### config.mk
export PLATFORM = sky130hd
export DESIGN_NAME = ahb_resp_collector
export DESIGN_NICKNAME = d
export VERILOG_FILES = /design/src/rtl/ahb_resp_collector_pkg.sv /design/src/rtl/ahb_resp_collector.sv
export SDC_FILE = /design/constraint.sdc
export NUM_CORES = 1
export LEC_CHECK = 0
export ABC_AREA = 0
export CAP_MARGIN = 20
export CORE_MARGIN = 2
export CORE_UTILIZATION = 47
export CTS_CLUSTER_DIAMETER = 30
export CTS_CLUSTER_SIZE = 28
export DETAILED_ROUTE_END_ITERATION = 8
export PLACE_DENSITY = 0.88
export SYNTH_ARGS = -nofsm -noshare
export SYNTH_HDL_FRONTEND = slang
export SYNTH_SLANG_ARGS = --single-unit
### constraint.sdc
create_clock -name wclk -period 1.9 [get_ports wclk]
set_input_delay 0.38 -clock wclk [delete_from_list [all_inputs] [get_ports wclk]]
set_output_delay 0.38 -clock wclk [all_outputs]
set_load 0.03 [all_outputs]
### src/rtl/ahb_resp_collector_pkg.sv
// ----------------------------------------------------------------------------
// ahb_resp_collector_pkg
//   Shared definitions for the AXI-to-AHB bridge response path.
//   - AXI response codes (OKAY, SLVERR)
//   - default ID / length / response field widths
//   - state encoding of the response-collector FSM
// ----------------------------------------------------------------------------
package ahb_resp_collector_pkg;

  localparam int DEF_ID_W   = 8;
  localparam int DEF_LEN_W  = 8;
  localparam int DEF_RESP_W = 2;

  localparam logic [1:0] RESP_OKAY   = 2'b00;
  localparam logic [1:0] RESP_SLVERR = 2'b10;

  typedef enum logic [1:0] {
    S_IDLE    = 2'd0,
    S_COLLECT = 2'd1,
    S_PUSH    = 2'd2
  } state_t;

endpackage : ahb_resp_collector_pkg

### src/rtl/ahb_resp_collector.sv
// ----------------------------------------------------------------------------
// ahb_resp_collector
//   Write-side producer for the bridge's ID/response CDC FIFO (wclk domain).
//   Accepts one command (AXI ID, beats-1) per burst, counts completed AHB data
//   phases, ORs their HRESP error bits together and, after the last beat,
//   pushes {id, resp} into the FIFO, waiting as long as the FIFO is full.
//
// Handshakes:
//   command : i_cmd_valid / o_cmd_ready, transfer on the edge where both are 1.
//             o_cmd_ready does not depend on i_cmd_valid.
//   fifo    : o_fifo_write_en is a push strobe, only ever high while
//             i_fifo_full is low; o_fifo_data is registered and held for the
//             whole PUSH state.
//
// Ports:
//   wclk             clock (AHB side)
//   resetn           asynchronous active-low reset
//   i_cmd_valid      command offered by the issuer
//   o_cmd_ready      command accepted when valid & ready
//   i_cmd_id         AXI ID of the burst
//   i_cmd_len        beats-1
//   i_beat_done      1-cycle pulse per completed AHB data phase
//   i_beat_hresp     HRESP of that beat, 1 = ERROR
//   i_fifo_full      full flag of the CDC FIFO
//   o_fifo_write_en  push strobe to the FIFO
//   o_fifo_data      {id, resp}
//   o_busy           high whenever the FSM is not in IDLE
//   o_dbg_state      current FSM state
//   o_err_count      (AHB_RESP_ERR_CNT_EN only) saturating count of pushes
//                    carrying ERR_RESP
//
// Configuration macro: AHB_RESP_ERR_CNT_EN adds o_err_count[15:0].
// ----------------------------------------------------------------------------
module ahb_resp_collector
  import ahb_resp_collector_pkg::*;
#(
  parameter int                ID_W     = DEF_ID_W,
  parameter int                LEN_W    = DEF_LEN_W,
  parameter int                RESP_W   = DEF_RESP_W,
  parameter logic [RESP_W-1:0] ERR_RESP = RESP_W'(RESP_SLVERR)
) (
  input  logic                   wclk,
  input  logic                   resetn,
  input  logic                   i_cmd_valid,
  output logic                   o_cmd_ready,
  input  logic [ID_W-1:0]        i_cmd_id,
  input  logic [LEN_W-1:0]       i_cmd_len,
  input  logic                   i_beat_done,
  input  logic                   i_beat_hresp,
  input  logic                   i_fifo_full,
  output logic                   o_fifo_write_en,
  output logic [ID_W+RESP_W-1:0] o_fifo_data,
  output logic                   o_busy,
`ifdef AHB_RESP_ERR_CNT_EN
  output logic [15:0]            o_err_count,
`endif
  output logic [1:0]             o_dbg_state
);

  localparam logic [RESP_W-1:0] OKAY_RESP = RESP_W'(RESP_OKAY);

  state_t                  r_state;
  state_t                  w_next_state;
  logic [ID_W-1:0]         r_id;
  logic [LEN_W-1:0]        r_remaining;
  logic                    r_err;
  logic [ID_W+RESP_W-1:0]  r_fifo_data;

  logic                    w_accept;
  logic                    w_beat;
  logic                    w_last_beat;
  logic                    w_push_fire;
  logic                    w_err_next;

  // Beats only count while collecting; a beat in IDLE (including the accept
  // cycle) or in PUSH is an issuer protocol violation and is dropped.
  assign w_accept    = (r_state == S_IDLE) && i_cmd_valid;
  assign w_beat      = (r_state == S_COLLECT) && i_beat_done;
  assign w_last_beat = w_beat && (r_remaining == '0);
  assign w_push_fire = (r_state == S_PUSH) && !i_fifo_full;
  assign w_err_next  = r_err | i_beat_hresp;

  // --------------------------------------------------------------------------
  // FSM state register
  // --------------------------------------------------------------------------
  always_ff @(posedge wclk or negedge resetn) begin
    if (!resetn) begin
      r_state <= S_IDLE;
    end else begin
      r_state <= w_next_state;
    end
  end

  // --------------------------------------------------------------------------
  // FSM next state and outputs
  // --------------------------------------------------------------------------
  always_comb begin
    w_next_state    = r_state;
    o_cmd_ready     = 1'b0;
    o_fifo_write_en = 1'b0;
    o_busy          = 1'b1;
    unique case (r_state)
      S_IDLE: begin
        o_cmd_ready = 1'b1;
        o_busy      = 1'b0;
        if (w_accept) begin
          w_next_state = S_COLLECT;
        end
      end
      S_COLLECT: begin
        if (w_last_beat) begin
          w_next_state = S_PUSH;
        end
      end
      S_PUSH: begin
        // Combinational so the push lands in the first cycle full is low.
        o_fifo_write_en = !i_fifo_full;
        if (w_push_fire) begin
          w_next_state = S_IDLE;
        end
      end
      default: begin
        w_next_state = S_IDLE;
      end
    endcase
  end

  // --------------------------------------------------------------------------
  // Burst datapath: ID latch, beats-remaining down-counter, sticky error and
  // the registered FIFO word.
  // --------------------------------------------------------------------------
  always_ff @(posedge wclk or negedge resetn) begin
    if (!resetn) begin
      r_id        <= '0;
      r_remaining <= '0;
      r_err       <= 1'b0;
      r_fifo_data <= '0;
    end else begin
      if (w_accept) begin
        r_id        <= i_cmd_id;
        r_remaining <= i_cmd_len;
        r_err       <= 1'b0;
      end
      if (w_beat) begin
        r_err <= w_err_next;
        // Counter stops at zero: the last beat moves to PUSH instead of
        // wrapping, so a 256-beat burst never aliases.
        if (r_remaining != '0) begin
          r_remaining <= r_remaining - LEN_W'(1);
        end
      end
      // The word is built on the last beat so it is already stable on the
      // first PUSH cycle; the final beat's HRESP is folded in directly.
      if (w_last_beat) begin
        r_fifo_data <= {r_id, (w_err_next ? ERR_RESP : OKAY_RESP)};
      end
    end
  end

  assign o_fifo_data = r_fifo_data;
  assign o_dbg_state = r_state;

`ifdef AHB_RESP_ERR_CNT_EN
  logic [15:0] r_err_count;

  always_ff @(posedge wclk or negedge resetn) begin
    if (!resetn) begin
      r_err_count <= '0;
    end else if (w_push_fire && (r_fifo_data[RESP_W-1:0] == ERR_RESP) &&
                 (r_err_count != 16'hFFFF)) begin
      r_err_count <= r_err_count + 16'd1;
    end
  end

  assign o_err_count = r_err_count;
`endif

endmodule : ahb_resp_collector

# Word-level counts from Yosys, hierarchy flattened
# Cells that the tools add are included.
# word_totals
latch_bits	0
output_inout_bits	15
memories	0
register_bits	29
in_bits	22
romBits	0
ram_bits	0
word_cells	35
# classes
eq_ne	5
n_reduce_logical	10
add_sub_neg	1
n_bitwise	1
mul	0
shift	0
magnitude_cmp	0
div_mod_pow	0
muxes	13
# ops
operator	n
$mux 8	3
$logic_not 8->1	1
$mux 2	4
$reduce_bool 8->1	1
$sub 8x1->8 const B	1
$ne 2x2->1 const B	3
$pmux 2 s3	1
$mux 1	5
$logic_and 1x1->1	4
$reduce_and 3->1	1
$eq 2x1->1 const B	1
$eq 2x2->1 const B	1
$logic_not 2->1	1
$reduce_bool 2->1	1
$logic_not 1->1	1
$or 1x1->1	1

# Logic depth before layout (Yosys ltp)
# depth
ltp_word	5
depth_mapped	6
ltp_nobuf	5

# Worst setup path after synthesis
# OpenSTA, ideal clock, no wires.
# synth_path
path_kind	reg-to-reg
start	register r_state[1], in the netlist o_dbg_state[1]
end	register r_remaining[6]
stages_incl_launch_ff	6
period_less_slack_ns	1.769
n_path_buf	1
setup_ns	0.129
required_ns	1.771
setup_slack_ns	0.131
t_arrival_ns	1.640
path_cell_list	dfrtp_1 nor2_1 nand2_1 clkbuf_1 nor2_1 a211oi_1
# synth_via
elab_chain_cells	5
word_cells_on_any_way	7
cone_classes	1 x eq/ne; 3 x mux; 3 x reduce/logical
# synth_lines
item	line	rtl
start, declared	ahb_resp_collector.sv:62	state_t r_state;
start signal, assigned	ahb_resp_collector.sv:90	r_state <= w_next_state;
$logic_not 2->1	ahb_resp_collector.sv:77	assign w_accept = (r_state == S_IDLE) && i_cmd_valid;
$logic_and 1x1->1	ahb_resp_collector.sv:77	
$mux 8	ahb_resp_collector.sv:139	if (w_accept) begin
$mux 8	ahb_resp_collector.sv:148	if (r_remaining != '0) begin
$mux 8 (*)	ahb_resp_collector.sv:144	if (w_beat) begin
end signal, assigned	ahb_resp_collector.sv:141	r_remaining <= i_cmd_len;
end signal, assigned	ahb_resp_collector.sv:149	r_remaining <= r_remaining - LEN_W'(1);
end, declared	ahb_resp_collector.sv:65	logic [LEN_W-1:0] r_remaining;
# Every way passes the cells marked *; elsewhere a longest branch is shown, timed or not.
# A chain may end at the register's enable or synchronous reset.

# Worst setup path in the final report
# layout_path
start	register r_fifo_data[8], in the netlist o_fifo_data[8]
end	output port o_fifo_data[8]
# layout_rtl
item	line	rtl
start, declared	ahb_resp_collector.sv:67	logic [ID_W+RESP_W-1:0] r_fifo_data;
start signal, assigned	ahb_resp_collector.sv:155	r_fifo_data <= {r_id, (w_err_next ? ERR_RESP : OKAY_RESP)};
end, declared	ahb_resp_collector.sv:52	output logic [ID_W+RESP_W-1:0] o_fifo_data,
# No word-level cell between the ends.

==> flow_summary.yaml <==
sta:
  totalNegativeSetupSlack_ns: 0
  worst-slew-pin-transition_ns: 0.515
  period_needed_ns: 1.78
  relative_max_transition_margin_pct: 65.6
  holdWs_ns: 0.413
  hold_viol: 0
  total_of_endpoints_with_negative_setup_slack_in_the_final_report: 0
  timing.final.ws_setup_ns: 0.124
  rsz0062_at_grt: "false"
  timing.fmax_mhz: 563
  worst_clock_skew_ns: 0.00219
  final_min_period_over_clock_period_pct: 93.5
  maxSlewViolCount: 0
synthesis:
  synth_flop_cell: "sky130_fd_sc_hd__dfrtp_1"
  synth_area_per_cell_um2: 10.5
  post_synth_inst_count: 128
  synth_enable_flop_cells: 0
  synth-seq-cells: 28
  syn_area_mm2: 0.00135
  yosys_warnings: 0
  synthArstFlopShare_pct: 100
  synth-seq-area-share_pct: 51.9
  yosys.cell_types.count: 33
  syn-num-nets: 152
worst_setup_path:
  worst_ep_arrival_time_ns: 1.40
  crit_type: "reg -> out"
  cp_top_family: "buffers and inverters"
  crit_slowest_cell: "sky130_fd_sc_hd__clkdlybuf4s50_1"
  rrSetupSlack_ns: 0.19
  worst_r2r_path_depth: 5
  critical_path.n_buffers_inverters: 1
  worstReg2RegEnd: "r_remaining[0]"
  worst_path_cell_chain: "clkdlybuf4s50_1"
  timing.critical_path.from_type: "flop"
  timing.critical_path.fanout_max: 2
  critPathCaptureType: "output pin"
  critical_path_rt_ns: 1.52
  r2r-start: "r_remaining[3]"
  slowest_delay_ns: 0.69
clock_network:
  cts_setup_buffers: 0
  clkLatencyLatePin_ns: 0.32
  deepest_clock_path_buffer_count: 2
  clockRootBuffer: "sky130_fd_sc_hd__clkbuf_4"
  cts.sinks: 28
  cts_made_buffers: 3
  tritoncts: "yes"
  clk_pin_slew_worst_paths_ns: 0.15
  htree_levels: 1
place:
  globalplace.congestion: 0.778
  buffer_ports.inserted: 35
  dp_worst_setup_slack_ns: 0.0184
  place.detailed.hpwl_mm: 2.09
drt:
  drt_drc_violations_left: 0
  routed_via_density: 5.47
  routed-via-count: 1089
  final_antenna_net_count: 0
  drtIter0Drc: 37
  wirelength_mm: 2.86
  wire_per_inst_um: 14.4
  detailed_routing_iterations_pass_1: 4
global_routing:
  global_route.usage.total_pct: 19.3
  grt_overflow: 0
  grt_pass1_vias: 1101
  global_route_wire_length_before_repair_mm: 4.97
  grt_start_max_net_pins: 29
  antenna_found_initial: 0
die:
  initial_utilization_pct: 49.3
  core.rowCount: 19
  chipWidth_um: 57.6
  floorplan.die.height_um: 57.6
  die-area_mm2: 0.00331
  coreArea_mm2: 0.00273
  design.portCount: 37
job:
  max_cap_viol_count: 0
pwr:
  power.ir.vdd_worst_mv: 0.726
  power-per-cell-area_mw_per_mm2: 1050
  power_leakage_nw: 0.838
outcome:
  run_status: "completed"
min_path:
  hold_path.class: "in -> async"
finish:
  antennaDiodeCount: 0
  fraction_of_final_layout_cells_sized_beyond_drive_strength_1_pct: 15.5
  area_delta_synth_final_pct: 34.3
  nNetsFinal: 193
  final.fill_count: 210
==> state kept, by name (all words and copies together) (netlist names) <==
name / flops
r_id: 8
r_err: 1
r_remaining: 8
o_fifo_data: 9
o_dbg_state: 2
==> cell type report <==
class / count / area (µm²) / area share, %
tap: 31 / 38.8 / 2.14
timing repair buffer: 42 / 408 / 22.5
clock inverter: 1 / 30.0 / 1.66
sequential: 28 / 701 / 38.7
inverter: 3 / 11.3 / 0.622
clock buffer: 3 / 22.5 / 1.24
multi-input combinational: 91 / 601 / 33.1
==> cells in the mapped netlist (3+ instances only) <==
| cell type | number | area, µm² |
|---|---|---|
| sky130_fd_sc_hd__nor2_1 | 9 | 33.8 |
| sky130_fd_sc_hd__nor3_1 | 5 | 25.0 |
| sky130_fd_sc_hd__o21ai_0 | 5 | 25.0 |
| sky130_fd_sc_hd__nand3_1 | 3 | 15.0 |
| sky130_fd_sc_hd__nand2_1 | 28 | 105 |
| sky130_fd_sc_hd__mux2_4 | 6 | 90.1 |
| sky130_fd_sc_hd__nand3b_1 | 3 | 22.5 |
| sky130_fd_sc_hd__inv_1 | 3 | 11.3 |
| sky130_fd_sc_hd__a21oi_1 | 4 | 20.0 |
| sky130_fd_sc_hd__dfrtp_1 | 28 | 701 |
| sky130_fd_sc_hd__a211oi_1 | 7 | 52.6 |
==> placed cells by master, fill, tap and decap left out, types with 2 or more instances in the layout <==
master,n
sky130_fd_sc_hd__clkdlybuf4s50_1,30
sky130_fd_sc_hd__nand2_1,28
sky130_fd_sc_hd__dfrtp_1,28
sky130_fd_sc_hd__nor2_1,8
sky130_fd_sc_hd__a211oi_1,7
sky130_fd_sc_hd__buf_4,7
sky130_fd_sc_hd__mux2_4,6
sky130_fd_sc_hd__nor3_1,5
sky130_fd_sc_hd__o21ai_0,5
sky130_fd_sc_hd__a21oi_1,4
sky130_fd_sc_hd__dlygate4sd2_1,4
sky130_fd_sc_hd__inv_1,3
sky130_fd_sc_hd__nand3_1,3
sky130_fd_sc_hd__nand3b_1,3
sky130_fd_sc_hd__clkbuf_4,3
sky130_fd_sc_hd__nand4_1,2
sky130_fd_sc_hd__mux2_2,2
sky130_fd_sc_hd__ha_1,2
==> routing by layer <==
layer  up-vias  GRT usage (%)  wire (µm)
met2        49           31.0       1430
met4         0           7.31         32
li1        524              -          -
met5         -              0          0
met3         6           4.31        209
met1       510           25.5       1190
==> worst reg2reg max path: stages (launching register included) <==
cell and delay, ns:
sky130_fd_sc_hd__dfrtp_1 0.47, sky130_fd_sc_hd__nor4_4 0.39, sky130_fd_sc_hd__a31oi_2 0.16, sky130_fd_sc_hd__buf_4 0.19, sky130_fd_sc_hd__or2_0 0.20, sky130_fd_sc_hd__a22o_1 0.20
==> metrics by stage <==
stage | power, mW | cell area, µm² | util, % | cells
floorplan | 1.31 | 1350 | - | 128
global placement | 1.49 | 1760 | 64.4 | 195
detailed placement | 1.53 | 1760 | 64.4 | 195
CTS | 1.91 | 1810 | 66.2 | 199
global route | 2.04 | 1810 | 66.3 | 199
finish | 1.91 | 1810 | 66.3 | 199
==> cell families after synthesis <==
| logic type | count (synthesis) | synth area share (%) |
|---|---|---|
| fa+ha+maj | 2 | 1.85 |
| other cells | 1 | 0.278 |
| simple gates | 59 | 22.6 |
| mux | 10 | 9.93 |
| buf+inv | 9 | 3.71 |
| flops | 28 | 51.9 |
| compound gates | 19 | 9.65 |
==> power breakdown <==
group,switching (mW),total (mW),internal (mW)
Clock,0.174,0.388,0.213
Sequential,0.183,0.957,0.773
Combinational,0.301,0.566,0.264
==> worst max path at each step <==
stage | startpoint | to | slack (ns) | cells after the start
floorplan | o_dbg_state[1] | r_remaining[6] | 0.13 | 5
global placement | i_beat_done | r_remaining[3] | 0.06 | 5
detailed placement | i_beat_done | r_remaining[3] | 0.02 | 5
CTS | o_dbg_state[1] | o_busy | 0.08 | 3
global route | o_dbg_state[1] | o_busy | 0.02 | 3
finish | o_fifo_data[8] | o_fifo_data[8] | 0.12 | 1
==> what timing repair did <==
| action | in CTS | in global routing |
|---|---|---|
| hold buffers | 0 | 0 |
| resized for setup | 4 | 1 |
| endpoints found under the setup margin | 4 | 2 |
No activity file was read; power rests on OpenSTA's default activity.
